### src/rtl/output_stream_writer.sv
// Stream-to-memory sink: buffers a fixed-length valid/ready stream in a small FIFO
// and writes each word to base_addr + k*stride. Optional macro OUTPUT_STREAM_WRITER_PERF_EN adds stall_cnt.
module output_stream_writer #(
  parameter int DATA_WIDTH = 32,
  parameter int ADDR_WIDTH = 32,
  parameter int FIFO_DEPTH = 4
) (
  input  logic                  clk,
  input  logic                  rst_n,
  input  logic [DATA_WIDTH-1:0] din,
  input  logic                  din_v,
  output logic                  din_r,
  input  logic                  start,
  input  logic [ADDR_WIDTH-1:0] base_addr,
  input  logic [15:0]           stride,
  input  logic [15:0]           length,
  input  logic                  soft_clear,
  output logic                  mem_req,
  input  logic                  mem_gnt,
  output logic [ADDR_WIDTH-1:0] mem_addr,
  output logic [DATA_WIDTH-1:0] mem_wdata,
  output logic                  mem_we,
  output logic                  busy,
  output logic                  done
`ifdef OUTPUT_STREAM_WRITER_PERF_EN
  ,
  output logic [31:0]           stall_cnt
`endif
);

  localparam int PTR_W = $clog2(FIFO_DEPTH);
  localparam logic [PTR_W:0] PTR_ONE = 1;

  typedef enum logic [1:0] {
    IDLE = 2'd0,
    RUN  = 2'd1,
    DONE = 2'd2
  } state_t;

  state_t state, state_next;

  logic [DATA_WIDTH-1:0] fifo_mem [FIFO_DEPTH];
  logic [PTR_W:0]        wr_ptr, rd_ptr;
  logic                  fifo_empty, fifo_full;
  logic [ADDR_WIDTH-1:0] addr_q;
  logic [15:0]           stride_q, len_q, acc_cnt, wr_cnt;
  logic                  push, pop, start_run, last_write;

  // The extra wrap bit tells full (same index, different lap) from empty.
  assign fifo_empty = (wr_ptr == rd_ptr);
  assign fifo_full  = (wr_ptr[PTR_W] != rd_ptr[PTR_W]) &&
                      (wr_ptr[PTR_W-1:0] == rd_ptr[PTR_W-1:0]);

  assign din_r      = (state == RUN) && !fifo_full && (acc_cnt < len_q);
  assign push       = din_v && din_r;
  assign mem_req    = (state == RUN) && !fifo_empty;
  assign mem_we     = mem_req;
  assign pop        = mem_req && mem_gnt;
  assign mem_addr   = addr_q;
  assign mem_wdata  = fifo_mem[rd_ptr[PTR_W-1:0]];
  assign busy       = (state == RUN);
  assign done       = (state == DONE);
  assign start_run  = (state == IDLE) && start && (length != 16'd0);
  assign last_write = pop && ((wr_cnt + 16'd1) == len_q);

  always_ff @(posedge clk or negedge rst_n) begin
    if (!rst_n) state <= IDLE;
    else        state <= state_next;
  end

  always_comb begin
    state_next = state;
    case (state)
      IDLE: if (start) state_next = (length == 16'd0) ? DONE : RUN;
      RUN:  if (last_write) state_next = DONE;
      DONE: state_next = IDLE;
      default: state_next = IDLE;
    endcase
    if (soft_clear) state_next = IDLE;
  end

  // Storage is reset so mem_wdata reads 0 out of reset.
  always_ff @(posedge clk or negedge rst_n) begin
    if (!rst_n) begin
      for (int i = 0; i < FIFO_DEPTH; i++) fifo_mem[i] <= '0;
    end else if (push && !soft_clear) begin
      fifo_mem[wr_ptr[PTR_W-1:0]] <= din;
    end
  end

  always_ff @(posedge clk or negedge rst_n) begin
    if (!rst_n) begin
      wr_ptr   <= '0;
      rd_ptr   <= '0;
      addr_q   <= '0;
      stride_q <= '0;
      len_q    <= '0;
      acc_cnt  <= '0;
      wr_cnt   <= '0;
    end else if (soft_clear) begin
      wr_ptr  <= '0;
      rd_ptr  <= '0;
      acc_cnt <= '0;
      wr_cnt  <= '0;
    end else begin
      if (start_run) begin
        addr_q   <= base_addr;
        stride_q <= stride;
        len_q    <= length;
        acc_cnt  <= '0;
        wr_cnt   <= '0;
      end
      if (push) begin
        wr_ptr  <= wr_ptr + PTR_ONE;
        acc_cnt <= acc_cnt + 16'd1;
      end
      if (pop) begin
        rd_ptr <= rd_ptr + PTR_ONE;
        addr_q <= addr_q + ADDR_WIDTH'(stride_q);
        wr_cnt <= wr_cnt + 16'd1;
      end
    end
  end

`ifdef OUTPUT_STREAM_WRITER_PERF_EN
  // Counts denied write requests for the current run, saturating.
  always_ff @(posedge clk or negedge rst_n) begin
    if (!rst_n) begin
      stall_cnt <= '0;
    end else if (start_run && !soft_clear) begin
      stall_cnt <= '0;
    end else if (mem_req && !mem_gnt && (stall_cnt != 32'hFFFF_FFFF)) begin
      stall_cnt <= stall_cnt + 32'd1;
    end
  end
`endif

endmodule

### config.mk
export PLATFORM = sky130hd
export DESIGN_NAME = output_stream_writer
export DESIGN_NICKNAME = d
export VERILOG_FILES = /design/src/rtl/output_stream_writer.sv
export SDC_FILE = /design/constraint.sdc
export NUM_CORES = 1
export LEC_CHECK = 0
export ABC_CLOCK_PERIOD_IN_PS = 3400
export CORE_MARGIN = 5
export CORE_UTILIZATION = 43
export CTS_BUF_LIST = sky130_fd_sc_hd__clkbuf_16
export CTS_CLUSTER_SIZE = 28
export DETAILED_ROUTE_END_ITERATION = 8
export GPL_TIMING_DRIVEN = 1
export HOLD_SLACK_MARGIN = 0.1
export PLACE_DENSITY = 0.75
export SLEW_MARGIN = 20
export SYNTH_ARGS = -nofsm -noshare
export SYNTH_HDL_FRONTEND = slang
export SYNTH_SLANG_ARGS = --single-unit
### constraint.sdc
create_clock -name clk -period 3.4 [get_ports clk]
set_input_delay 0.51 -clock clk [delete_from_list [all_inputs] [get_ports clk]]
set_output_delay 0.51 -clock clk [all_outputs]
set_load 0.005 [all_outputs]
[After elaboration in Yosys (flattened, before gate mapping)]
Index checks and enable logic that the tools add are counted.
Widths: inputs -> output; s select.
Cells by class
  shift-type cells: 0
  $mul: 0
  $lt $le $gt $ge: 4
  bitwise gates (word level): 3
  divide/modulo/power cells: 0
  $add $sub $neg: 5
  multiplexer cells: 22
  reductions and logical operators: 25
  eq/ne operators: 8
Operators by type and width (number)
  $mux 32: 5
  $bwmux 128: 1
  $mux 16: 5
  $bmux 32 s2: 1
  $demux 32 s2: 1
  $add 16x1->16 const B: 2
  $add 32x16->32: 1
  $eq 16x16->1: 1
  $logic_not 16->1: 1
  $lt 16x16->1: 1
  $reduce_bool 16->1: 1
  $mux 3: 4
  $logic_and 1x1->1: 11
  $mux 2: 4
  $add 3x1->3 const B: 2
  $ge 3x3->1 const B: 2
  $not 2->3: 2
  $reduce_and 2->1: 3
  $reduce_bool 2->1: 3
  $reduce_bool 3->1: 2
  $pmux 2 s2: 1
  $eq 3x3->1: 1
  $logic_not 1->1: 3
  $lt 3x1->1 const B: 1
  other kinds (8): 8
Word-level totals
  latch bits: 0
  memory bits (writable): 0
  register bits after elaboration: 232
  logic and storage cells: 79
  memories: 0
  input port bits: 102
  bits in read-only memories: 0

[Logic depth before layout (Yosys ltp)]
Gate-level depths: netlist (run 1).
  depth after elaboration: 8
  gate-level depth with buffers: 11
  depth with buffers taken out: 9

[Worst setup path after synthesis (run 1)]
OpenSTA, ideal clock, no wires.
  path type: register to register
  start: reg addr_q[0], in the netlist mem_addr[0]
  end: reg addr_q[24], in the netlist mem_addr[24]
  clock period less this slack: 2863 ps
  library setup time: 142 ps
  path slack: 537 ps
  data arrival time: 2721 ps
  path buffers: 1
  cell stages (with the launch flop): 11
  path through: dfrtp_1 > ha_1 > fa_1 > a211oi_1 > o21ai_1 > a2111oi_2 > o211ai_1 > and3_1 > buf_2 > a311oi_1 > a311oi_1
Between the ends
  cells in the longest elaborated chain, start to end: 2
Ends and longest elaborated chain
  start: declaration: RTL line 45  | logic [ADDR_WIDTH-1:0] addr_q;
  start signal: assignment: RTL line 107  | addr_q <= base_addr;
  start signal: assignment: RTL line 119  | addr_q <= addr_q + ADDR_WIDTH'(stride_q);
  $add 32x16->32: RTL line 119
  $mux 32: RTL line 117  | if (pop) begin
No other way between the ends.
A chain may end at the register's enable or synchronous reset.

[Worst setup path in the final report (run 1)]
  start: reg len_q[1]
  end: out din_r
Between the ends
  cells in the longest elaborated chain, start to end: 2
Ends and longest elaborated chain
  start: declaration: RTL line 46  | logic [15:0] stride_q, len_q, acc_cnt, wr_cnt;
  start signal: assignment: RTL line 109  | len_q <= length;
  $lt 16x16->1: RTL line 54  | assign din_r = (state == RUN) && !fifo_full && (acc_cnt < len_q);
  $logic_and 1x1->1: RTL line 54
  end: declaration: RTL line 12  | output logic din_r,
No other way between the ends.

==> flow_summary.toml, run 1 <==
[status]
run_status = "finished, final reports clean"

[drt]
antenna_left = 0
route.detailed.drc = 0
drt-wirelength-per-cell_um = 18.5
number_of_drc_markers_in_iteration_0 = 593
detailedRoute.firstPassIterationCount = 5
totalWireLength_um = 31000
post_drt_via_cell_ratio = 5.57
route.vias.total = 9331

[sta]
setup_repair_after_global_routing_missed_its_margin = "no"
tightestPinTransition_ps = 833
min_period_over_period_pct = 96.4
fin_tns_setup_ps = 0
timing.final.crit_period_ps = 3280
timing.max_slew.rel_slack_pct = 44.3
hold_slack_ps = 487
hold_viol = 0
report.final.setup_viol = 0
timing.final.max_slew_violations = 0
post-route-worst-setup-slack_ps = 123
max_clock_freq_mhz = 305
timing.clock.skew_ps = 17.5

[clock_tree]
worst_skew_pair.late_latency_ps = 540
numCtsBuffers = 27
ctsRootBufferMaster = "sky130_fd_sc_hd__clkbuf_16"
cts_tree = "yes"
htreeDepth = 1
cts.reportedPaths.clkPinSlew_ps = 60
tritoncts_num_sinks = 232
max-clock-path-buffers = 3

[finish]
syn2layout_area_growth_pct = 24.2
antenna_cells = 0
mostFrequentLayoutCell = "sky130_fd_sc_hd__dfrtp_1"
nets_finish = 1414
layout-drive-gt1-share_pct = 14.3
leading_cell_types_in_the_layout_fill_and_taps_excluded = "sky130_fd_sc_hd__dfrtp_1, sky130_fd_sc_hd__clkdlybuf4s50_1, sky130_fd_sc_hd__nand2_1, sky130_fd_sc_hd__nor2_1, sky130_fd_sc_hd__mux2_1"

[setup_path]
timing.rr.start = "mem_addr[0]$_DFFE_PN0P_"
timing.critical_path.to_type = "primary output"
critical_path_peak_fanout = 4
crit_path_start_kind = "flop"
crit_start = "len_q[1]$_DFFE_PN0P_"
critPathRequiredTime_ps = 2890
worstSetupPathType = "flop to primary output"
arrival_ps = 2770

[floorplanning]
dieHeight_um = 180
core_area_mm2 = 0.0286
die_area_mm2 = 0.0323
fp.dieW_um = 180
fp-row-count = 62
starting_utilization_of_the_core_area_pct = 43.3
ios = 171

[global_route]
first_global_vias = 9751
grt_first_pass_wirelength_um = 51000
grt-ovfl-total = 0
antenna_found_initial = 0
grt_max_degree = 91
grt_use_total_pct = 18.7

[yosys]
synth_enable_flop_cells = 0
synth_cells = 1110
primary_ff_master_synth = "sky130_fd_sc_hd__dfrtp_1"
synth-seq-area-share_pct = 46.8
synthDominantCellAreaShare_pct = 46.8
ys_warn_count = 0
synthesis.area_mm2 = 0.0124
ys_seq_elements = 232
post_synth_num_cell_types = 78
yosys-top-cells-area = "sky130_fd_sc_hd__dfrtp_1, sky130_fd_sc_hd__mux2_1, sky130_fd_sc_hd__mux4_2, sky130_fd_sc_hd__nand2_1, sky130_fd_sc_hd__ha_1"
synthesis.area_per_instance_um2 = 11.2
synth_nets = 1251
post_synthesis_cell_type_with_the_largest_combined_area = "sky130_fd_sc_hd__dfrtp_1"
ys_async_sr_fraction_pct = 100

[power_and_ir_drop]
design_power_total_mw = 9.59
leakagePower_nw = 7.01
powerDensity_mw_per_mm2 = 623
ir_worst_vdd_uv = 344

[worst_hold_path]
holdCritPathClass = "flop to flop"
holdCritStartpoint = "fifo_mem[98]$_DFFE_PN0P_"

[place]
dp_slack_ps = 241
routabilityCongestion = 0.867
buffers_added_on_ports = 170
detailedPlacementHpwl_um = 21400

[job]
cap_viol_max_count = 0
-- cell type report --
class | instances | area, um2
sequential | 232 | 5810
tap | 384 | 480
inverter | 27 | 101
fill | 2419 | 13200
timing repair buffer | 197 | 1990
clock inverter | 19 | 166
clock buffer | 27 | 676
multi-input combinational | 788 | 6180
-- per-stage QoR --
| step | area (um2) | instances | utilization, % |
|---|---|---|---|
| floorplan | 12400 | 1110 | - |
| global placement | 14500 | 1627 | 50.8 |
| detailed placement | 14500 | 1627 | 50.8 |
| CTS | 15400 | 1674 | 53.8 |
| global route | 15400 | 1674 | 53.8 |
| finish | 15400 | 1674 | 53.8 |
-- metal layers --
metal / global-route usage, % / routed length (um)
met4: 4.72 / 770
met1: 25.2 / 13800
met5: 0 / 0
met3: 3.13 / 1400
met2: 31.8 / 15000
-- critical path, cell delays in order (launching register included) --
cell	delay, ps
sky130_fd_sc_hd__dfrtp_1	370
sky130_fd_sc_hd__inv_1	80
sky130_fd_sc_hd__ha_1	290
sky130_fd_sc_hd__a21o_1	150
sky130_fd_sc_hd__a211o_1	320
sky130_fd_sc_hd__a211oi_4	290
sky130_fd_sc_hd__o21a_1	220
sky130_fd_sc_hd__clkdlybuf4s50_1	530
-- logic make-up after synthesis --
| kind of cell | after synthesis | share of synthesized area (%) |
|---|---|---|
| AO/OA/AOI/OAI | 209 | 11.2 |
| XOR/XNOR | 36 | 2.54 |
| adder cells (fa/ha/maj) | 39 | 4.00 |
| multiplexers | 168 | 19.0 |
| buffers and inverters | 90 | 3.41 |
| flip-flops | 232 | 46.8 |
| AND/OR/NAND/NOR | 336 | 13.0 |
-- report_power, final --
group	switching, mW	total (mW)	internal (mW)	leakage [nW]
Sequential	0.407	3.76	3.35	3.01
Combinational	1.35	3.05	1.70	3.56
Clock	1.13	2.79	1.66	0.433
Total	2.89	9.59	6.71	7.01
-- state kept, by name, summed over array words and instances, names as in the netlist --
register	flops
state	2
mem_addr	32
rd_ptr	3
stride_q	16
wr_ptr	3
wr_cnt	16
len_q	16
fifo_mem	128
acc_cnt	16
-- synth_stat cells, drive strengths merged (16+ instances only) --
cell and count:
ha 38, buf 32, xor2 16, xnor2 20, and3 28, dfrtp 232, inv 26, mux4 32
mux2 130, clkbuf 31, nand3 29, a21oi 43, nor2 75, o21ai 64, nand2 131
-- final timing paths --
path / endpoint / slack [ps] / depth (start not counted)
setup / recovery: din_r / 120 / 7
hold / removal: fifo_mem[98]$_DFFE_PN0P_ / 490 / 1
setup reg to reg: mem_addr[22]$_DFFE_PN0P_ / 250 / 9
hold reg to reg: fifo_mem[98]$_DFFE_PN0P_ / 490 / 1
max in group asynchronous: fifo_mem[91]$_DFFE_PN0P_ / 1990 / 3
min in group asynchronous: wr_cnt[5]$_DFFE_PN0P_ / 570 / 2
-- repair_timing --
action                                  in CTS  in global routing
endpoints found under the setup margin       0                  3
resized for setup                            0                  2
hold endpoints to repair                    85                  0
buffers inserted                             0                  0
hold buffers                                 1                  0
(Power assumes the default switching activity.)
==> run 2: changes to the inputs <==
- CTS_BUF_LIST: sky130_fd_sc_hd__clkbuf_16 -> sky130_fd_sc_hd__clkbuf_8
==> run 2 against run 1 <==
Effect of this change:
- via count increased by 0.85%
- register-to-register slack about the same
- combinational power about the same
==> flow_summary.toml, run 2 (synthesis gave the netlist of run 1 again) <==
[sta]
timing.final.max_slew_violations = 0
post-route-worst-setup-slack_ps = 120
setup_repair_after_global_routing_missed_its_margin = "no"
max_clock_freq_mhz = 305
timing.max_slew.rel_slack_pct = 44.1
min_period_over_period_pct = 96.5
timing.final.crit_period_ps = 3280
tightestPinTransition_ps = 836
timing.clock.skew_ps = 35.7
hold_viol = 0
report.final.setup_viol = 0
fin_tns_setup_ps = 0

[setup_path]
ff2ff_path_depth = 9
timing.critical_path.to_type = "primary output"
critPathRequiredTime_ps = 2890
crit_path_start_kind = "flop"
worstSetupPathType = "flop to primary output"
critical_path_peak_fanout = 4
arrival_ps = 2770

[floorplanning]
fp-row-count = 62
starting_utilization_of_the_core_area_pct = 43.3
dieHeight_um = 180
fp.dieW_um = 180
ios = 171
core_area_mm2 = 0.0286
die_area_mm2 = 0.0323

[place]
detailedPlacementHpwl_um = 21400
routabilityCongestion = 0.867
dp_slack_ps = 241
buffers_added_on_ports = 170

[clock_tree]
cts.reportedPaths.clkPinSlew_ps = 60
htreeDepth = 2
numCtsBuffers = 42
worst_skew_pair.late_latency_ps = 560
ctsRootBufferMaster = "sky130_fd_sc_hd__clkbuf_8"
tritoncts_num_sinks = 232
postCtsSetupBuffers = 0
max-clock-path-buffers = 3
cts_tree = "yes"

[status]
run_status = "finished, final reports clean"

[drt]
detailedRoute.firstPassIterationCount = 5
totalWireLength_um = 31200
drt-wirelength-per-cell_um = 18.3
route.detailed.drc = 0
route.vias.total = 9410
antenna_left = 0
post_drt_via_cell_ratio = 5.52
number_of_drc_markers_in_iteration_0 = 543

[global_route]
grt_use_total_pct = 19.0
grt-ovfl-total = 0
grt_max_degree = 91
antenna_found_initial = 0
grt_first_pass_wirelength_um = 51500
first_global_vias = 9938

[finish]
layout-drive-gt1-share_pct = 16.4
mostFrequentLayoutCell = "sky130_fd_sc_hd__dfrtp_1"
syn2layout_area_growth_pct = 25.1
registers.top_by_ff_count = "fifo_mem"
nets_finish = 1429
antenna_cells = 0
leading_cell_types_in_the_layout_fill_and_taps_excluded = "sky130_fd_sc_hd__dfrtp_1, sky130_fd_sc_hd__clkdlybuf4s50_1, sky130_fd_sc_hd__nand2_1, sky130_fd_sc_hd__nor2_1, sky130_fd_sc_hd__mux2_1"
flip_flop_count_of_the_largest_register_after_layout = 128
n_fill_cell = 2429

[worst_hold_path]
holdCritPathClass = "flop to flop"
min_delay_path_depth = 1

[power_and_ir_drop]
ir_worst_vdd_uv = 278
powerDensity_mw_per_mm2 = 627
design_power_total_mw = 9.73
leakagePower_nw = 7.11

[job]
cap_viol_max_count = 0
==> run 2: cell types whose count changed in the layout (fill, tap and decap cells not counted), sizes merged <==
cell    before  now
clkbuf      27   55
clkinv      10    7
inv         33   40
==> run 2: worst max-delay path, cell delays in order, from the launching register on <==
cell	delay, ps
sky130_fd_sc_hd__dfrtp_1	360
sky130_fd_sc_hd__inv_1	80
sky130_fd_sc_hd__ha_1	290
sky130_fd_sc_hd__a21o_1	150
sky130_fd_sc_hd__a211o_1	320
sky130_fd_sc_hd__a211oi_4	300
sky130_fd_sc_hd__o21a_1	200
sky130_fd_sc_hd__clkdlybuf4s50_1	530
==> run 2: final cells by class <==
class	count	area [um2]	share of cell area, %
timing repair buffer	197	1990	12.8
multi-input combinational	788	6180	39.9
sequential	232	5810	37.4
clock buffer	55	757	4.88
tap	384	480	3.10
inverter	27	101	0.654
clock inverter	23	193	1.24
==> run 2: report_power, final <==
| group | leakage [nW] | switching [mW] | internal, mW |
|---|---|---|---|
| Sequential | 3.01 | 0.410 | 3.35 |
| Clock | 0.537 | 1.23 | 1.70 |
| Combinational | 3.56 | 1.35 | 1.70 |
| Total | 7.11 | 2.98 | 6.75 |
==> run 2: path summary, 6_finish.rpt <==
kind                       slack [ps]                       end                     start
min in group asynchronous         550    wr_cnt[11]$_DFFE_PN0P_                     rst_n
min reg2reg                       490  fifo_mem[51]$_DFFE_PN0P_  fifo_mem[51]$_DFFE_PN0P_
max                               120                     din_r      len_q[1]$_DFFE_PN0P_
min                               490  fifo_mem[51]$_DFFE_PN0P_  fifo_mem[51]$_DFFE_PN0P_
max in group asynchronous        2020  fifo_mem[60]$_DFFE_PN0P_                     rst_n
max reg2reg                       260  mem_addr[22]$_DFFE_PN0P_   mem_addr[0]$_DFFE_PN0P_
==> run 2: routing by layer <==
layer | track usage [%] | share of wire [%] | vias to the layer above | wire [um]
met5 | 0 | 0 | - | 0
met3 | 3.56 | 5.2 | 59 | 1620
met4 | 6.00 | 2.4 | 0 | 739
met1 | 25.2 | 45 | 4699 | 14000
li1 | - | - | 4401 | -
met2 | 31.7 | 48 | 251 | 14900
==> run 2: stage by stage <==
step | util (%) | instances | hold slack (ps) | area, um2
2_1_floorplan | - | 1110 | 214 | 12400
3_3_place_gp | 50.8 | 1627 | 468 | 14500
3_5_place_dp | 50.8 | 1627 | 471 | 14500
4_1_cts | 54.2 | 1706 | 475 | 15500
5_1_grt | 54.2 | 1706 | 500 | 15500
6_report | 54.2 | 1706 | 486 | 15500
==> run 2: timing repair <==
item                                   in CTS  in global routing
hold buffers                                1                  0
setup endpoints to repair                   0                  2
resized for setup                           0                  2
endpoints found under the hold margin      85                  0
==> run 3: changes to the inputs <==
- GPL_ROUTABILITY_DRIVEN: unset -> 1
- PLACE_DENSITY: 0.75 -> 0.72
==> run 3 against run 2 <==
Effect of this change:
- register-to-register slack better by 150 ps
- highest routed layer unchanged
- non-clock buffer count up 5
- maximum frequency down 0.39%
- worst setup slack worse by 13 ps
- critical path depth unchanged
- combinational power about the same
- cell area down 0.51%
- power down 3.0%
- clock skew down 21 ps
- critical path type unchanged
- sequential power about the same
- sequential share of layout area up 0.19 points
==> flow_summary.toml, run 3 (synthesis gave the netlist of run 1 again) <==
[finish]
nets_finish = 1435
antenna_cells = 0
registers.top_by_ff_count = "fifo_mem"
regArea_mm2 = 0.00581
multiInputGateArea_mm2 = 0.00618
flip_flop_count_of_the_largest_register_after_layout = 128
syn2layout_area_growth_pct = 24.4
leading_cell_types_in_the_layout_fill_and_taps_excluded = "sky130_fd_sc_hd__dfrtp_1, sky130_fd_sc_hd__clkdlybuf4s50_1, sky130_fd_sc_hd__nand2_1, sky130_fd_sc_hd__nor2_1, sky130_fd_sc_hd__mux2_1"
layoutNonFillerInstCount = 1709
n_fill_cell = 2502
mostFrequentLayoutCell = "sky130_fd_sc_hd__dfrtp_1"
layout-drive-gt1-share_pct = 15.9

[drt]
detailedRoute.firstPassIterationCount = 5
post_drt_via_cell_ratio = 5.52
route.vias.total = 9435
route.detailed.drc = 0
antenna_left = 0
number_of_drc_markers_in_iteration_0 = 482
totalWireLength_um = 31600
drt-wirelength-per-cell_um = 18.5

[setup_path]
critical_path_peak_fanout = 2
critical-path-slowest-cell = "sky130_fd_sc_hd__clkdlybuf4s50_1"
cpPeakStageDelay_ps = 520
crit_start = "len_q[1]$_DFFE_PN0P_"
timing.rr.start = "mem_addr[0]$_DFFE_PN0P_"
worstSetupPathType = "flop to primary output"
crit_path_start_kind = "flop"
timing.critical_path.buf_inv = 2
worst_path_dominant_cell_family = "compound AO/OA/AOI/OAI gates"
arrival_ps = 2780
critPathRequiredTime_ps = 2890
timing.critical_path.to_type = "primary output"
timing.critical_path.cells = "inv_1 > ha_1 > a21o_1 > a211o_1 > a211oi_4 > o21a_1 > clkdlybuf4s50_1"

[floorplanning]
dieHeight_um = 180
ios = 171
fp.dieW_um = 180
starting_utilization_of_the_core_area_pct = 43.3
die_area_mm2 = 0.0323
core_area_mm2 = 0.0286
fp-row-count = 62

[power_and_ir_drop]
seqPwrFrac_pct = 39.9
p_comb_share_pct = 32.4
powerDensity_mw_per_mm2 = 612
p_sw_share_pct = 30.9
power_switching_mw = 2.92
power_report.internal_total_mw = 6.52
ir_worst_vdd_uv = 344
leakagePower_nw = 7.11
power.share.clock_pct = 27.7

[worst_hold_path]
holdCritPathClass = "flop to flop"
holdCritStartpoint = "fifo_mem[59]$_DFFE_PN0P_"

[sta]
tightestPinTransition_ps = 864
timing.max_slew.rel_slack_pct = 42.3
report.final.setup_viol = 0
timing.clock.skew_ps = 14.4
setup_repair_after_global_routing_missed_its_margin = "no"
timing.final.crit_period_ps = 3290
hold_viol = 0
min_period_over_period_pct = 96.8
timing.final.max_slew_violations = 0
fin_tns_setup_ps = 0
max_clock_freq_mhz = 304

[place]
place.detailed.instances = 1631
routabilityCongestion = 0.810
detailedPlacementHpwl_um = 21600
buffers_added_on_ports = 170

[global_route]
grt_use_total_pct = 19.3
grt-ovfl-total = 0
first_global_vias = 9834
antenna_found_initial = 0
grt_max_degree = 84
grt_first_pass_wirelength_um = 52000

[status]
run_status = "finished, final reports clean"

[clock_tree]
cts.reportedPaths.clkPinSlew_ps = 50
max-clock-path-buffers = 3
worst_skew_pair.late_latency_ps = 530
cts_tree = "yes"
tritoncts_num_sinks = 232
htreeDepth = 2
ctsRootBufferMaster = "sky130_fd_sc_hd__clkbuf_8"
numCtsBuffers = 43

[job]
cap_viol_max_count = 0
[run 3: cell count changes in the layout (fill, tap and decap cells not counted), sizes merged]
cell,delta
buf,+5
bufinv,-3
clkbuf,+1
clkinv,-5
inv,+5
[run 3: final cells by class]
class                           instances  share of cell area (%)
Clock buffer                           56                    5.00
Clock inverter                         20                   0.495
Inverter                               27                   0.657
Multi-Input combinational cell        788                    40.1
Sequential cell                       232                    37.6
Tap cell                              384                    3.11
Timing Repair Buffer                  202                    13.0
[run 3: worst paths after layout]
kind                       slack, ps                        end  cells past startpoint
setup / recovery                 110                      din_r                      7
setup reg to reg                 410   mem_addr[24]$_DFFE_PN0P_                      9
min in group asynchronous        560      wr_cnt[5]$_DFFE_PN0P_                      2
hold reg to reg                  480   fifo_mem[59]$_DFFE_PN0P_                      1
hold / removal                   480   fifo_mem[59]$_DFFE_PN0P_                      1
max in group asynchronous       2010  fifo_mem[127]$_DFFE_PN0P_                      3
[run 3: metal layers]
metal	part of all wire, %	wire length (um)	GRT usage [%]	vias to the layer above
li1	-	-	-	4414
met5	0	0	0	-
met3	4.0	1250	3.25	55
met4	2.5	775	6.03	0
met2	48	15100	32.0	217
met1	46	14400	25.9	4749
[run 3: power by group through the flow]
stage,combinational [mW],clock (mW),sequential [mW]
floorplan,1.79,0,3.68
global placement,3.00,0,3.78
detailed placement,3.07,0,3.81
CTS,3.09,2.70,3.77
global route,3.38,2.81,3.84
finish,3.06,2.61,3.77
[run 3: through the flow]
step                      utilization [%]  hold WS (ps)  instance area (um2)  total power, mW  setup slack, ps
final                                53.9           484                15400             9.44              107
after global routing                 53.9           497                15400             10.0             27.0
after CTS                            53.9           472                15400             9.56             45.9
after detailed placement             50.9           472                14600             6.88              435
after global placement               50.9           466                14600             6.78              492
after floorplan                         -           214                12400             5.47              537
[run 3: worst reg2reg max path, cell delays in order, from the launching register on]
cell and delay, ps:
sky130_fd_sc_hd__dfrtp_1 400, sky130_fd_sc_hd__ha_1 250, sky130_fd_sc_hd__fa_1 430, sky130_fd_sc_hd__a211oi_1 320, sky130_fd_sc_hd__o21ai_1 160, sky130_fd_sc_hd__a2111oi_2 440
sky130_fd_sc_hd__o211ai_1 170, sky130_fd_sc_hd__and3_1 320, sky130_fd_sc_hd__a311oi_1 310, sky130_fd_sc_hd__a311oi_1 70
[run 3: timing repair]
item                                   4_1_cts  5_1_grt
hold buffers                                 1        0
setup endpoints to repair                    0        1
resized for setup                            0        1
endpoints found under the hold margin       78        0
setup buffers                                0        1
==> variant 1, RTL diff (settings of run 3) <==
The option `OUTPUT_STREAM_WRITER_PERF_EN` is turned on by a define.
--- a/src/rtl/output_stream_writer.sv
+++ b/src/rtl/output_stream_writer.sv
@@ -2,2 +2,4 @@
 // and writes each word to base_addr + k*stride. Optional macro OUTPUT_STREAM_WRITER_PERF_EN adds stall_cnt.
+`define OUTPUT_STREAM_WRITER_PERF_EN
+
 module output_stream_writer #(
Behaviour (old outputs only; new: stall_cnt): no difference found for any inputs over 4 cycles, from zero or initial values and one cycle with rst_n low; that may be too few to reach the edited logic, so the function may still have changed.
==> variant 1 against run 3 <==
Sequential cell count grew 32; non-clock buffer count grew 28; first-iteration DRC count grew 54%; largest power group unchanged; sequential share of layout area grew 0.49 points; total power shrank 3.4%; global-route usage grew 1.4 points; clock power grew 14%; worst setup slack gained 82 ps; area after synthesis grew 12%; core utilization grew 0.74 points; maximum frequency grew 2.6%; routed wire length grew 17%; cell area grew 12%.
==> variant 1: results (changes against run 3) <==
- Detailed route wirelength on metal2: 17400 um (+15%)
- Worst voltage drop across the vdd grid: 377 uV (+9.5%)
- The post-placement cell count was 1835 (+13%).
* Leading post-synthesis cells by instance count: sky130_fd_sc_hd__dfrtp_1, sky130_fd_sc_hd__nand2_1, sky130_fd_sc_hd__nor2_1, sky130_fd_sc_hd__mux2_2
- The clock buffer count from CTS was 47 (+9.3%).
- The global-route track usage on met3 was 4.53% (+1.3 points).
- The post-layout net count was 1625 (+13%).
* Post-route insts no fill: 1922 (+12%)
- The total of flip-flops plus latches after synthesis was 264 (+14%).
- Starting DRT DRC Count: 741 (+54%)
* Fraction of power consumed by the clock network: 32.5% (+4.8 points)
- Seq group: 3.89 mW (+3%)
* Arrival time reported for the critical path endpoint: 2700 ps (-80 ps)
* Mapped Cells: 1266 (+14%)
- Buffers on Ports: 202 (+19%)
- In this run the critical register-to-register path is captured at fifo_mem[10]$_DFFE_PN0P_.
- Critical Path Source: len_q[9]$_DFFE_PN0P_
- Standard cell area after detailed placement: 0.0163 mm2 (+12%)
* Met1 routed wirelength after detailed routing: 16500 um (+14%)
* GRT met1 Usage: 28.4% (+2.4 points)
- PD cells: 527 mW/mm2 (-14%)
* Area Overhead vs Synth: 24.9%
- The number of ordinary and repair buffers in the finished layout came to 230 (+14%).
- The total inserted antenna cells was 1 (+1).
* Post-route clock period utilization: 94.4% (-2.4 points)
- The average wire length per cell after detail routing is 19.3 um (+4.4%).
* Slew Limit Headroom: 54.1% (+12 points)
- Register-to-register path setup slack: 500 ps (+90 ps)
- Post-detailed-route via-to-cell ratio: 5.60 (+1.4%)
- The number of ordinary inverters in the final layout came to 33 (+22%).
- The worst register-to-register path begins at len_q[5]$_DFFE_PN0P_.
- The proportion of cell area spent on the clock network came to 5.56% (+0.069 points).
- Lkg Pwr: 7.77 nW (+9.3%)
* Largest net degree at the start of global routing: 69 (-18%)
- The run finished with clean final reports.
- Clock Skew: 30.5 ps (+16.1 ps)
- Total routing resource utilization after global routing: 20.7% (+1.4 points)
- Switching power: 2.68 mW (-8.3%)
- Multi-input combinational area share: 39.3% (-0.74 points)
- The via count of the first global-routing pass came to 11200 (+14%).
* Filler instances: 2747 (+9.8%)
* Number of antenna violations at the first check in global routing: 1 (+1)
- The area taken by flip-flops and latches was 0.00661 mm2 (+14%).
* Share of cells above drive strength 1: 15.9% (about the same)
- The amount of wire on met3 after detailed routing came to 2210 um (+77%).
* Met2 GRT Util: 32.7% (+0.74 points)
- The global placement routability congestion came to 0.871 (+7.6%).
variant 1: changes by cell type in the layout (fill, tap and decap cells not counted), moves of 9 or more:
cell	delta
sky130_fd_sc_hd__mux2_4	-30
sky130_fd_sc_hd__and3_1	+16
sky130_fd_sc_hd__nor3_1	+10
sky130_fd_sc_hd__dfrtp_1	+32
sky130_fd_sc_hd__nor2_1	+11
sky130_fd_sc_hd__clkdlybuf4s50_1	+32
sky130_fd_sc_hd__a21oi_1	+9
sky130_fd_sc_hd__xnor2_1	+27
sky130_fd_sc_hd__mux2_1	-19
sky130_fd_sc_hd__nand2_1	+12
sky130_fd_sc_hd__mux2_2	+49
variant 1: timing repair:
item | CTS | global route
setup endpoints to repair | 1 | 1
hold buffers | 1 | 0
gates cloned | 0 | 0
hold endpoints to repair | 64 | 0
gates resized for setup | 1 | 3
variant 1: logic make-up after synthesis:
kind of cell	synth area share (%)
flops	47.6
xor+xnor	4.29
mux	16.0
fa+ha+maj	3.66
compound gates	10.8
buf+inv	3.46
simple gates	14.2
==> variant 2, RTL diff (config.mk and constraints of run 3) <==
Made on the original files. Re-encode `state_t` (3 states) as one-hot, 3 bits wide.
--- a/src/rtl/output_stream_writer.sv
+++ b/src/rtl/output_stream_writer.sv
@@ -33,6 +33,6 @@
 
-  typedef enum logic [1:0] {
-    IDLE = 2'd0,
-    RUN  = 2'd1,
-    DONE = 2'd2
+  typedef enum logic [2:0] {
+    IDLE = 3'b001,
+    RUN  = 3'b010,
+    DONE = 3'b100
   } state_t;
Check against the original RTL: same outputs for any inputs over 4 cycles, from zero or initial values and one cycle with rst_n low; so few cycles prove little.
==> variant 2 against run 3 <==
Core utilization is essentially flat; total power shrank 18%; area after synthesis fell by 0.45%; count of clock-buffer cells in the layout is 5 lower; sequential cell count rose by 1; sequential power down 13%; first-iteration DRC count grew 40%; synthesized cell count grew 1.4%; routed wire length decreased by 0.89%; worst setup slack better by 19 ps; cell area fell by 0.23%; register-to-register slack improved by 60 ps; critical path type unchanged; critical endpoint unchanged; largest cell class unchanged; highest routed layer unchanged.
==> variant 2: results (changes against run 3) <==
* Clock Skew: 29.7 ps (+15.3 ps)
- The count of cells along the worst hold path came to 1 (unchanged).
- The number of flip-flops in the largest register was 128 (unchanged).
- The delay contributed by the slowest stage of the critical path was 520 ps (about the same).
- Number of antenna violations at the first check in global routing: 0 (unchanged)
- Total routing resource utilization after global routing: 19.4% (+0.11 points)
- Worst Hold Endpoint: fifo_mem[44]$_DFFE_PN0P_
* Worst slew pin tran: 758 ps (-106 ps)
- The global-route track usage on met3 was 4.08% (+0.83 points).
* Routed vias: 9464 (+0.31%)
- CTS root buf: sky130_fd_sc_hd__clkbuf_8
- The global placement routability congestion was 0.878 (+8.5%).
- Lkg Pwr: 7.12 nW (+0.22%)
- The HPWL after detailed placement was 21700 um (+0.39%).
* Worst voltage drop across the vdd grid: 281 uV (-18%)
* Critical Path Source: acc_cnt[1]$_DFFE_PN0P_
- Count of unique library cells instantiated by Yosys: 74 (-5.1%)
* Met2 GRT Util: 31.9% (-0.075 points)
- Share of cells above drive strength 1: 10.8% (-5.1 points)
* Net total in the final layout: 1449 (+0.98%)
* Clock Latency Late Sink: 550 ps (+20 ps)
- Register-to-register path setup slack: 470 ps (+60 ps)
- GRT met1 Usage: 26.0% (+0.069 points)
* Buffers on Ports: 170 (unchanged)
* Clock-pin slew on the worst setup and hold paths: 60 ps
- The sequential cell area fraction in the yosys report came to 47.3% (+0.43 points).
- The final hold slack was 485 ps (+1.01 ps).
- Filler instances: 2536 (+1.4%)
- Clock Path Buffers: 3 (unchanged)
- The min-delay analysis places its worst path in the category flop to flop.
* Arrival time reported for the critical path endpoint: 2760 ps (-20 ps)
- The commonest cells after synthesis are sky130_fd_sc_hd__dfrtp_1, sky130_fd_sc_hd__nand2_1, sky130_fd_sc_hd__mux2_1, sky130_fd_sc_hd__nor2_1, sky130_fd_sc_hd__a21oi_1.
- The via count of the first global-routing pass was 10000 (+2.1%).
- The number of iterations in the first detailed-routing pass was 5 (unchanged).
- The maximum fanout along the worst path was 5 (+3).
* Reg-to-Reg Start: state[1]$_DFFE_PN0P_
* First-pass GRT wire length: 52500 um (+0.93%)
- The total inserted antenna cells was 0 (unchanged).
- For this run, the leading register cell type out of synthesis is sky130_fd_sc_hd__dfrtp_1.
- Synth warnings: 0 (unchanged)
- Starting DRT DRC Count: 673 (+40%)
- Standard cell with the maximum stage delay on the critical path: sky130_fd_sc_hd__clkdlybuf4s50_1
- Nets in the synthesized netlist: 1266 (+1.2%)
- The total detailed-routing wirelength is 31300 um (-0.89%).
* Run status: completed
- Worst reg-to-reg path cell count: 8 (-1)
* Min-delay src: fifo_mem[44]$_DFFE_PN0P_
- Reg2reg end: stride_q[14]$_DFFE_PN0P_
- Clock buffer count from CTS: 42 (-2.3%)
- Register name with the most flops: fifo_mem
- Yosys attributes the largest share of cell area to sky130_fd_sc_hd__dfrtp_1, sky130_fd_sc_hd__mux2_1, sky130_fd_sc_hd__mux4_2.
- The maximum number of pins on one net before global-route repair is 94 (+12%).
-- variant 2: changes by cell type after synthesis, moves of 6 or more --
cell                              run 3  this run
sky130_fd_sc_hd__a211oi_1             8        17
sky130_fd_sc_hd__a21o_1              15         8
sky130_fd_sc_hd__buf_2               19        27
sky130_fd_sc_hd__clkbuf_1            30        24
sky130_fd_sc_hd__mux2_1              66       128
sky130_fd_sc_hd__mux2_2              34         2
sky130_fd_sc_hd__mux2_4              30         0
sky130_fd_sc_hd__nor3_1              14        23
sky130_fd_sc_hd__o21a_1               3         9
sky130_fd_sc_hd__o21ai_0             61        40
sky130_fd_sc_hd__o21ai_1              3        31
-- variant 2: kinds of logic after synthesis --
family	Yosys count	share of synthesized area (%)
xor gates and xnor gates	37	2.63
buffers and inverters	87	3.17
AOI/OAI and AO/OA	221	11.8
muxes	164	17.9
adders and majority gates	39	4.01
DFF	233	47.3
and+or+nand+nor	344	13.3
-- variant 2: repair_timing --
action	4_1_cts	5_1_grt
resized for setup	1	2
setup buffers	1	1
pin swaps	1	0
hold buffers	1	0
hold endpoints to repair	89	0
endpoints found under the setup margin	1	1
-- variant 2: worst max path at each step --
| stage | endpoint |
|---|---|
| after floorplan | acc_cnt[12]$_DFFE_PN0P_ |
| after global placement | stride_q[5]$_DFFE_PN0P_ |
| after detailed placement | stride_q[14]$_DFFE_PN0P_ |
| after CTS | din_r |
| after global routing | din_r |
| final | din_r |
-- variant 2: report_power, final --
part           internal (mW)  switching, mW  total [mW]
clock                   1.43           1.17        2.59
combinational          0.981          0.907        1.89
sequential              3.03          0.236        3.27
-- variant 2: layout make-up --
| cell class | instances | area (um2) | area share (%) |
|---|---|---|---|
| multi-input cells | 805 | 6130 | 39.8 |
| flip-flops and latches | 233 | 5830 | 37.9 |
| repair buffers | 202 | 2040 | 13.2 |
| clock buffers | 51 | 702 | 4.56 |
| well taps | 384 | 480 | 3.12 |
| clock inverters | 20 | 116 | 0.756 |
| inverters | 24 | 90.1 | 0.585 |
-- variant 2: per-stage QoR --
step	cell area, um2	setup WS (ps)	TNS, ps	std cells	utilization, %
CTS	15400	28.3	0	1718	53.9
global route	15400	14.9	0	1719	53.9
finish	15400	126	0	1719	53.9
floorplan	12300	979	0	1125	-
detailed placement	14500	-31.5	-249	1645	50.9
global placement	14500	23.6	0	1645	50.9
-- variant 2: routing by layer --
| metal | wire length [um] | vias to the layer above |
|---|---|---|
| met5 | 0 | - |
| met4 | 763 | 0 |
| met3 | 1710 | 63 |
| met2 | 15000 | 261 |
| met1 | 13900 | 4672 |
| li1 | - | 4468 |
